### src/rtl/sys_arr_pkg.sv
// Shared types for the systolic-array adder driver.
//   add_drv_state_t : driver FSM states
//   add_op_t        : one queued operation {a, b, tag}
//   ADD_LATENCY     : cycles from adder start to value_ready
package sys_arr_pkg;

   localparam int SYS_DATA_W  = 16;
   localparam int SYS_TAG_W   = 4;
   localparam int ADD_LATENCY = 2;

   typedef enum logic [1:0] {
      IDLE  = 2'd0,
      ISSUE = 2'd1,
      WAIT  = 2'd2,
      RESP  = 2'd3
   } add_drv_state_t;

   // Field widths follow SYS_DATA_W/SYS_TAG_W; the driver's DATA_W/TAG_W
   // parameters must be left at these values.
   typedef struct packed {
      logic [SYS_DATA_W-1:0] a;
      logic [SYS_DATA_W-1:0] b;
      logic [SYS_TAG_W-1:0]  tag;
   } add_op_t;

endpackage

### src/rtl/sysarr_add_fifo.sv
// Operand FIFO for the adder driver.
//   clk, rst      : clock, async active-high reset
//   push_i/data_i : write one add_op_t (caller guarantees not full)
//   pop_i         : drop the head entry (caller guarantees not empty)
//   head_o        : current head entry (valid when !empty_o)
//   count_o       : occupancy, full_o / empty_o derived from it
module sysarr_add_fifo
   import sys_arr_pkg::*;
#(
   parameter int DEPTH = 4
) (
   input  logic                     clk,
   input  logic                     rst,
   input  logic                     push_i,
   input  add_op_t                  data_i,
   input  logic                     pop_i,
   output add_op_t                  head_o,
   output logic [$clog2(DEPTH):0]   count_o,
   output logic                     full_o,
   output logic                     empty_o
);

   localparam int PTR_W = $clog2(DEPTH);

   add_op_t            mem_q [DEPTH];
   logic [PTR_W-1:0]   wr_ptr_q;
   logic [PTR_W-1:0]   rd_ptr_q;
   logic [PTR_W:0]     count_q;

   // Storage needs no reset; count_q alone defines which entries are live.
   always_ff @(posedge clk) begin
      if (push_i) mem_q[wr_ptr_q] <= data_i;
   end

   // DEPTH is a power of two, so pointers wrap naturally.
   always_ff @(posedge clk or posedge rst) begin
      if (rst) begin
         wr_ptr_q <= '0;
         rd_ptr_q <= '0;
         count_q  <= '0;
      end else begin
         if (push_i) wr_ptr_q <= wr_ptr_q + 1'b1;
         if (pop_i)  rd_ptr_q <= rd_ptr_q + 1'b1;
         case ({push_i, pop_i})
            2'b10:   count_q <= count_q + 1'b1;
            2'b01:   count_q <= count_q - 1'b1;
            default: count_q <= count_q;
         endcase
      end
   end

   assign head_o  = mem_q[rd_ptr_q];
   assign count_o = count_q;
   assign full_o  = (count_q == (PTR_W+1)'(DEPTH));
   assign empty_o = (count_q == '0);

endmodule

### src/rtl/sysarr_add_driver.sv
// Initiator for the systolic-array adder (adder modport). Queues operand
// pairs, runs one add at a time, holds operands until value_ready and
// returns tagged sums on a valid/ready stream. A watchdog flags an adder
// that never answers; add_ready outside WAIT is also flagged.
// The adder's nRST is tied to ~RST by the enclosing level.
//   op_*      : operand stream in (op_ready = FIFO not full)
//   add_*     : adder interface (start, operands, value_ready, output)
//   res_*     : result stream out
//   busy      : FSM active or operations queued
//   err/err_clr : sticky protocol error and its clear
//
// state | meaning
// IDLE  | nothing in flight; pop the FIFO head if present
// ISSUE | add_start high for this one cycle
// WAIT  | operands held, waiting for add_ready, watchdog counting
// RESP  | res_valid high until res_ready
module sysarr_add_driver
   import sys_arr_pkg::*;
#(
   parameter int DATA_W     = SYS_DATA_W,
   parameter int TAG_W      = SYS_TAG_W,
   parameter int FIFO_DEPTH = 4,
   parameter int TIMEOUT    = 8
) (
   input  logic              clk,
   input  logic              RST,
   input  logic              op_valid,
   output logic              op_ready,
   input  logic [DATA_W-1:0] op_a,
   input  logic [DATA_W-1:0] op_b,
   input  logic [TAG_W-1:0]  op_tag,
   output logic              add_start,
   output logic [DATA_W-1:0] add_in1,
   output logic [DATA_W-1:0] add_in2,
   input  logic              add_ready,
   input  logic [DATA_W-1:0] add_sum,
   output logic              res_valid,
   input  logic              res_ready,
   output logic [DATA_W-1:0] res_sum,
   output logic [TAG_W-1:0]  res_tag,
   output logic              busy,
   output logic              err,
   input  logic              err_clr
);

   localparam int TMR_W = $clog2(TIMEOUT);

   add_drv_state_t            state_q;
   logic [DATA_W-1:0]         add_in1_q, add_in2_q;
   logic [TAG_W-1:0]          tag_q;
   logic [DATA_W-1:0]         res_sum_q;
   logic [TAG_W-1:0]          res_tag_q;
   logic                      res_valid_q;
   logic                      add_start_q;
   logic [TMR_W-1:0]          timer_q;
   logic                      err_q, err_d;

   add_op_t                   fifo_in, fifo_head;
   logic [$clog2(FIFO_DEPTH):0] fifo_count;
   logic                      fifo_full, fifo_empty;
   logic                      fifo_push, fifo_pop;
   logic                      spurious, timeout_hit;

   assign fifo_in   = '{a: op_a, b: op_b, tag: op_tag};
   assign fifo_push = op_valid & ~fifo_full;
   // Pop in IDLE, or in RESP on the handshake so the next op issues back-to-back.
   assign fifo_pop  = ~fifo_empty &
                      ((state_q == IDLE) | ((state_q == RESP) & res_ready));

   sysarr_add_fifo #(.DEPTH(FIFO_DEPTH)) u_fifo (
      .clk     (clk),
      .rst     (RST),
      .push_i  (fifo_push),
      .data_i  (fifo_in),
      .pop_i   (fifo_pop),
      .head_o  (fifo_head),
      .count_o (fifo_count),
      .full_o  (fifo_full),
      .empty_o (fifo_empty)
   );

   assign spurious    = add_ready & (state_q != WAIT);
   assign timeout_hit = (state_q == WAIT) & ~add_ready &
                        (timer_q == TMR_W'(TIMEOUT-1));
   // An error event wins over a same-cycle clear.
   assign err_d = (err_q & ~err_clr) | spurious | timeout_hit;

   always_ff @(posedge clk or posedge RST) begin
      if (RST) begin
         state_q     <= IDLE;
         add_in1_q   <= '0;
         add_in2_q   <= '0;
         tag_q       <= '0;
         res_sum_q   <= '0;
         res_tag_q   <= '0;
         res_valid_q <= 1'b0;
         add_start_q <= 1'b0;
         timer_q     <= '0;
         err_q       <= 1'b0;
      end else begin
         err_q       <= err_d;
         add_start_q <= 1'b0;
         unique case (state_q)
            IDLE: begin
               if (fifo_pop) begin
                  add_in1_q   <= fifo_head.a;
                  add_in2_q   <= fifo_head.b;
                  tag_q       <= fifo_head.tag;
                  add_start_q <= 1'b1;
                  state_q     <= ISSUE;
               end
            end
            ISSUE: begin
               timer_q <= '0;
               state_q <= WAIT;
            end
            WAIT: begin
               if (add_ready) begin
                  res_sum_q   <= add_sum;
                  res_tag_q   <= tag_q;
                  res_valid_q <= 1'b1;
                  state_q     <= RESP;
               end else if (timeout_hit) begin
                  // Adder never answered: drop the op.
                  add_in1_q <= '0;
                  add_in2_q <= '0;
                  timer_q   <= '0;
                  state_q   <= IDLE;
               end else begin
                  timer_q <= timer_q + 1'b1;
               end
            end
            RESP: begin
               if (res_ready) begin
                  res_valid_q <= 1'b0;
                  if (fifo_pop) begin
                     add_in1_q   <= fifo_head.a;
                     add_in2_q   <= fifo_head.b;
                     tag_q       <= fifo_head.tag;
                     add_start_q <= 1'b1;
                     state_q     <= ISSUE;
                  end else begin
                     add_in1_q <= '0;
                     add_in2_q <= '0;
                     state_q   <= IDLE;
                  end
               end
            end
            default: state_q <= IDLE;
         endcase
      end
   end

   assign op_ready  = ~fifo_full;
   assign add_start = add_start_q;
   assign add_in1   = add_in1_q;
   assign add_in2   = add_in2_q;
   assign res_valid = res_valid_q;
   assign res_sum   = res_sum_q;
   assign res_tag   = res_tag_q;
   assign busy      = (state_q != IDLE) | ~fifo_empty;
   assign err       = err_q;

endmodule

### config.mk
export PLATFORM = sky130hd
export DESIGN_NAME = sysarr_add_driver
export DESIGN_NICKNAME = d
export VERILOG_FILES = /design/src/rtl/sys_arr_pkg.sv /design/src/rtl/sysarr_add_fifo.sv /design/src/rtl/sysarr_add_driver.sv
export SDC_FILE = /design/constraint.sdc
export NUM_CORES = 1
export LEC_CHECK = 0
export ABC_AREA = 1
export BUFFER_PORTS_ARGS = -buffer_cell sky130_fd_sc_hd__buf_2
export CAP_MARGIN = 40
export CORE_ASPECT_RATIO = 1.75
export CORE_MARGIN = 5
export CORE_UTILIZATION = 57
export DETAILED_ROUTE_END_ITERATION = 10
export HOLD_SLACK_MARGIN = 0.03
export PLACE_DENSITY_LB_ADDON = 0.05
export SYNTH_ARGS = -nofsm -noshare
export SYNTH_HDL_FRONTEND = slang
export SYNTH_SLANG_ARGS = --single-unit
export TNS_END_PERCENT = 100
### constraint.sdc
create_clock -name clk -period 3.1 [get_ports clk]
set_input_delay 0.31 -clock clk [delete_from_list [all_inputs] [get_ports clk]]
set_output_delay 0.31 -clock clk [all_outputs]
set_load 0.05 [all_outputs]
==> impl_metrics.yaml, run 1 <==
run_status:
  outcome: "finished, final reports clean"
global_route:
  grt_overflow_total: 0
  grt_pass1_wl_um: 30900
  busiest_layer: "met2"
  antenna_found_initial: 0
  use_met1_pct: 23.3
  met3_usage_pct: 3.92
  grt_util_met2_pct: 39.0
  grt_max_degree: 74
  grt_usage_pct: 20.9
  grt_pass1_vias: 6332
clock_network:
  clkLatencyLatePin_ns: 0.48
  clk_pin_slew_ns: 0.06
  clk_path_buf_depth: 3
  cts_root_buffer: "clkbuf_16"
  cts_resized: 0
  cts_tree: "built"
  cts_buffers: 19
  htreeDepth: 1
  post_cts_buffers: 0
  clock_sinks: 215
  cts_hold_buffers: 22
synth:
  yosysWarnings: 0
  synthAdderAreaFrac_pct: 1.92
  synth_cells: 830
  synth_top_family_by_area: "simple AND/OR/NAND/NOR gates"
  synth.distinct_cells: 24
  seq_area_frac_synth_pct: 68.8
  synth_area_leaders: "edfxtp_1 (49%), dfrtp_1 (20%), nand2_1 (11%)"
  syn_avg_cell_area_sq_um: 10.7
  yosys.area_share.simple_pct: 24.5
  synth-compound-area-share_pct: 1.23
  ys.flop_type: "edfxtp_1"
  synth_edf_count: 144
  yosysTopAreaCell: "edfxtp_1"
  muxShareOfSynthArea_pct: 0.127
  synthArstFlopShare_pct: 33.0
  synth.ff_latch_count: 215
  netlist.area_leader.share_pct: 48.7
  synth_fp_nets: 901
  synth_area_sq_um: 8870
  synth_xor_area_share_pct: 0.395
floorplan:
  fp.dieH_um: 175
  core.rowCount: 60
  die_w_um: 104
  pin_count: 115
  coreArea_sq_um: 15300
  die_area_sq_um: 18300
  initial_core_util_pct: 57.9
cells_and_area:
  final_cell_mix: "nand2_1 (255), nor2_1 (149), edfxtp_1 (144)"
  fillers: 1118
  fin_nets: 1039
  design_area_sq_um: 10600
  n_antenna_cell: 0
  multi_input_area_sq_um: 2530
  drive_above_1_share_pct: 21.7
  seqCellArea_sq_um: 6100
  layout_commonest_cell: "nand2_1"
  syn2layout_area_growth_pct: 19.4
timing:
  worst_pin_slew_ns: 0.824
  skew_ns: 0.00809
  period_share_pct: 71.7
  slew_viol_final: 0
  relSlewSlack_pct: 45.1
  fin_crit_ns: 2.22
  hold_viol: 0
  holdWs_ns: 0.0395
  max_freq_ghz: 0.450
  rsz0062_at_grt: "no"
  fin_setup_tns_ns: 0
  setup_viol: 0
worst_setup_path:
  cp-end-kind: "register"
  crit_fanout: 8
  crit_type: "register to register"
  crit_path_start_kind: "register"
  critical_path_required_ns: 3.47
  cp_data_arrival_time_ns: 2.59
detailed_routing:
  drc: 0
  ant_nets: 0
  first_pass_iters: 4
  first_iter_violations: 294
  via_per_inst: 5.25
  drt-wirelength-per-cell_um: 16.5
  routed_wl_um: 19200
  route.vias.total: 6119
power:
  p_leak_nw: 4.75
  vdd_drop_max_v: 0.000695
  cellPowerDensity_nw_per_um2: 1130
placement:
  place_congestion: 0.759
  dp_hpwl_um: 11400
  placed_area_sq_um: 9670
  port_buffers: 114
min_path:
  hp-class: "primary input to register"
flow_run:
  maxCapViolations: 0
==> cell usage after synthesis (all sizes together) (2+ instances only) <==
library cell / count
nand2: 256
nor2: 154
edfxtp: 144
dfrtp: 71
or2: 65
nand3: 41
inv: 23
buf: 22
o21ai: 18
clkbuf: 14
ha: 12
xor2: 3
a21oi: 2
==> stage by stage <==
step	utilization, %	instances	setup slack (ns)	total power (W)
CTS	69.0	1164	0.880	0.0121
floorplan	-	830	-0.00615	0.00811
detailed placement	63.1	1109	0.893	0.00944
global route	69.2	1166	0.717	0.0127
finish	69.2	1166	0.877	0.0119
global placement	62.8	1107	0.987	0.00919
==> kinds of logic after synthesis <==
group	count (synthesis)
AOI/OAI and AO/OA	21
xor gates and xnor gates	4
adders and majority gates	13
buffers and inverters	59
DFF	215
muxes	1
and+or+nand+nor	517
==> critical path, stage by stage (launching register included) <==
cell     delay, ns
dfrtp_1       0.41
nor2_1        0.19
nand2_1       0.10
nand2_1       0.42
ha_1          0.29
fa_1          0.42
mux2_2        0.27
==> state kept, by name, summed over array words and instances (netlist names) <==
signal and cells:
res_valid 1, u_fifo.rd_ptr_q 2, u_fifo.count_o 3, add_start 1, res_sum 16, res_tag 4, timer_q 3, u_fifo.mem_q 144
add_in1 16, u_fifo.wr_ptr_q 2, add_in2 16, err 1, tag_q 4, state_q 2
==> final timing paths <==
check                                         startpoint                       endpoint  slack [ns]  cells past startpoint
max reg2reg                u_fifo.count_o[1]$_DFFE_PP0P_  u_fifo.count_o[1]$_DFFE_PP0P_        0.88                      6
min                                             op_b[11]  u_fifo.mem_q[2][15]$_DFFE_PP_        0.04                      1
max                        u_fifo.count_o[1]$_DFFE_PP0P_  u_fifo.count_o[1]$_DFFE_PP0P_        0.88                      6
min reg2reg                         tag_q[1]$_DFFE_PP0P_         res_tag[1]$_DFFE_PP0P_        0.46                      2
max in group asynchronous                            RST        add_in2[11]$_DFFE_PP0P_        2.00                      4
min in group asynchronous                            RST         res_sum[5]$_DFFE_PP0P_        0.41                      3
==> report_power, final <==
part | internal (W) | switching, W
Combinational | 0.00145 | 0.00370
Clock | 0.00157 | 0.000984
Sequential | 0.00393 | 0.000301
Total | 0.00695 | 0.00498
==> layout make-up <==
class                      instances  share of cell area, %
multi-input combinational        556                   23.9
sequential                       215                   57.6
tap                              186                   2.20
clock buffer                      24                   4.76
inverter                          23                  0.827
clock inverter                     9                   1.65
timing repair buffer             153                   9.03
==> routing by layer <==
layer,wire length [um],vias to the layer above
li1,-,2950
met1,7310,2962
met2,10400,164
met3,1000,43
met4,484,0
met5,0,-
(Power assumes the default switching activity.)
==> run 2, diff against run 1 <==
- CORE_UTILIZATION: 57 -> 52
- clock period: 3.1 -> 2 ns (I/O delays scaled with it)
==> run 2 against run 1 <==
- clock skew grew 0.0047 ns
- setup slack lost 0.80 ns
- clock-buffer cell count grew 1
- sequential cell count is the same
- cell count grew 7.8%
- combinational power grew 64%
- die area grew 8.9%
- first-iteration DRC count grew 21%
- final area grew 5.2%
- non-clock buffer count grew 47
- critical endpoint unchanged
- largest cell class unchanged
- largest power group unchanged
==> impl_metrics.yaml, run 2 (synthesis gave the netlist of run 1 again) <==
worst_setup_path:
  critPathSlowestCell: "fa_2"
  timing.rr.end: "u_fifo.count_o[1]$_DFFE_PP0P_"
  crit_path_start_kind: "register"
  reg2reg_depth: 9
  path_delay_family: "adder cells"
  rrSetupSlack_ns: 0.08
  crit_path_frequent_cell: "inv_1"
  cp-end-kind: "register"
  cp_data_arrival_time_ns: 2.30
  crit_type: "register to register"
  crit_fanout: 3
  critical_path_required_ns: 2.38
  cp_slowest_stage_delay_ns: 0.42
  critical_path_buf_inv_count: 3
  path_cells: "inv_1 > ha_2 > inv_1 > nand2_1 > nand2_2 > inv_2 > ha_4 > fa_2 > mux2_2"
  reg2reg_from: "state_q[0]$_DFFE_PP0P_"
floorplan:
  pin_count: 115
  coreArea_sq_um: 16900
  fp.dieH_um: 183
  die_w_um: 109
  initial_core_util_pct: 52.6
  die_area_sq_um: 19900
  core.rowCount: 63
min_path:
  holdPathStages: 4
  min_to: "timer_q[1]$_DFFE_PP0P_"
  min-delay-start: "add_ready"
  hp-class: "primary input to register"
clock_network:
  cts_root_buffer: "clkbuf_16"
  clkLatencyLatePin_ns: 0.50
  cts_buffers: 20
  clk_path_buf_depth: 3
  cts_tree: "built"
  clk_pin_slew_ns: 0.07
  clock_sinks: 215
  htreeDepth: 1
timing:
  rsz0062_at_grt: "no"
  hold_viol: 0
  period_share_pct: 95.9
  relSlewSlack_pct: 58.1
  fin_setup_tns_ns: 0
  skew_ns: 0.0128
  setup_viol: 0
  slew_viol_final: 0
  worst_pin_slew_ns: 0.628
  max_freq_ghz: 0.521
  fin_crit_ns: 1.92
cells_and_area:
  n_antenna_cell: 0
  top_register: "u_fifo.mem_q"
  fin_nets: 1087
  post_layout_nonfiller_instances: 1257
  syn2layout_area_growth_pct: 25.5
  largest_reg_flops: 144
  multi_input_area_sq_um: 2570
  fillers: 1328
  seqCellArea_sq_um: 6100
  layout_commonest_cell: "nand2_1"
  drive_above_1_share_pct: 23.1
  final_cell_mix: "nand2_1 (252), nor2_1 (149), edfxtp_1 (144)"
power:
  total_power_w: 0.0189
  vdd_drop_max_v: 0.00127
  cellPowerDensity_nw_per_um2: 1690
  p_leak_nw: 4.98
global_route:
  grt_overflow_total: 0
  antenna_found_initial: 0
  grt_max_degree: 46
  grt_usage_pct: 20.4
  grt_pass1_wl_um: 31800
  grt_pass1_vias: 6534
detailed_routing:
  via_per_inst: 4.95
  drc: 0
  routed_wl_um: 19900
  first_iter_violations: 356
  drt-wirelength-per-cell_um: 15.9
  route.vias.total: 6220
  first_pass_iters: 5
  ant_nets: 0
flow_run:
  maxCapViolations: 0
run_status:
  outcome: "finished, final reports clean"
placement:
  port_buffers: 114
  dp_hpwl_um: 12200
  place_congestion: 0.770
  dpl.cell_count: 1167
## run 2: cell count changes in the layout (fill, tap and decap cells not counted), sizes merged
cell,change
clkinvlp,+1
buf,+17
clkinv,+4
clkbuf,+1
bufinv,-3
dlygate4sd3,+30
## run 2: timing repair
item,in CTS,in global routing
hold buffers,54,0
resized for setup,3,5
endpoints found under the setup margin,1,26
buffers inserted,0,0
endpoints found under the hold margin,187,0
pin swaps,0,0
## run 2: worst max path at each step
stage / start / to / cells past startpoint / slack, ns
final: state_q[0]$_DFFE_PP0P_ / u_fifo.count_o[1]$_DFFE_PP0P_ / 9 / 0.08
after global routing: state_q[0]$_DFFE_PP0P_ / u_fifo.count_o[1]$_DFFE_PP0P_ / 9 / 0.005
after CTS: state_q[0]$_DFFE_PP0P_ / u_fifo.count_o[1]$_DFFE_PP0P_ / 9 / 0.009
after detailed placement: state_q[0]$_DFFE_PP0P_ / u_fifo.count_o[2]$_DFFE_PP0P_ / 11 / -0.05
after global placement: state_q[0]$_DFFE_PP0P_ / u_fifo.count_o[2]$_DFFE_PP0P_ / 11 / 0.03
after floorplan: RST / add_in1[0]$_DFFE_PP0P_ / 1 / 0.003
## run 2: per-layer routing
layer,GRT usage (%),vias to the layer above,part of all wire [%]
met5,0,-,0
li1,-,3050,-
met3,2.99,35,5.0
met2,38.3,153,54
met4,7.48,0,2.2
met1,23.1,2982,38
## run 2: metrics by stage
step	setup WS, ns	utilization (%)	cell area [sq um]	hold WS (ns)
global route	0.00474	66.0	11100	0.0687
floorplan	0.00343	-	8920	0.299
detailed placement	-0.0457	58.7	9910	0.298
global placement	0.0266	58.7	9910	0.290
finish	0.0811	66.0	11100	0.0615
CTS	0.00871	65.9	11100	0.0469
## run 2: report_power, final
part / switching [W] / leakage [nW] / internal (W) / total, W
sequential: 0.000494 / 2.21 / 0.00608 / 0.00658
clock: 0.00158 / 0.318 / 0.00224 / 0.00382
combinational: 0.00587 / 2.45 / 0.00259 / 0.00845
total: 0.00794 / 4.98 / 0.0109 / 0.0189
## run 2: cell type report
| type | instances | area share (%) |
|---|---|---|
| timing repair buffer | 200 | 12.8 |
| tap | 227 | 2.55 |
| multi-input combinational | 556 | 23.1 |
| clock inverter | 11 | 0.944 |
| inverter | 23 | 0.786 |
| sequential | 215 | 54.8 |
| clock buffer | 25 | 5.03 |
## run 2: worst reg2reg max path, cell delays in order (launching register included)
cell	delay, ns
dfrtp_1	0.39
inv_1	0.10
ha_2	0.20
inv_1	0.05
nand2_1	0.10
nand2_2	0.07
inv_2	0.07
ha_4	0.14
fa_2	0.42
mux2_2	0.27
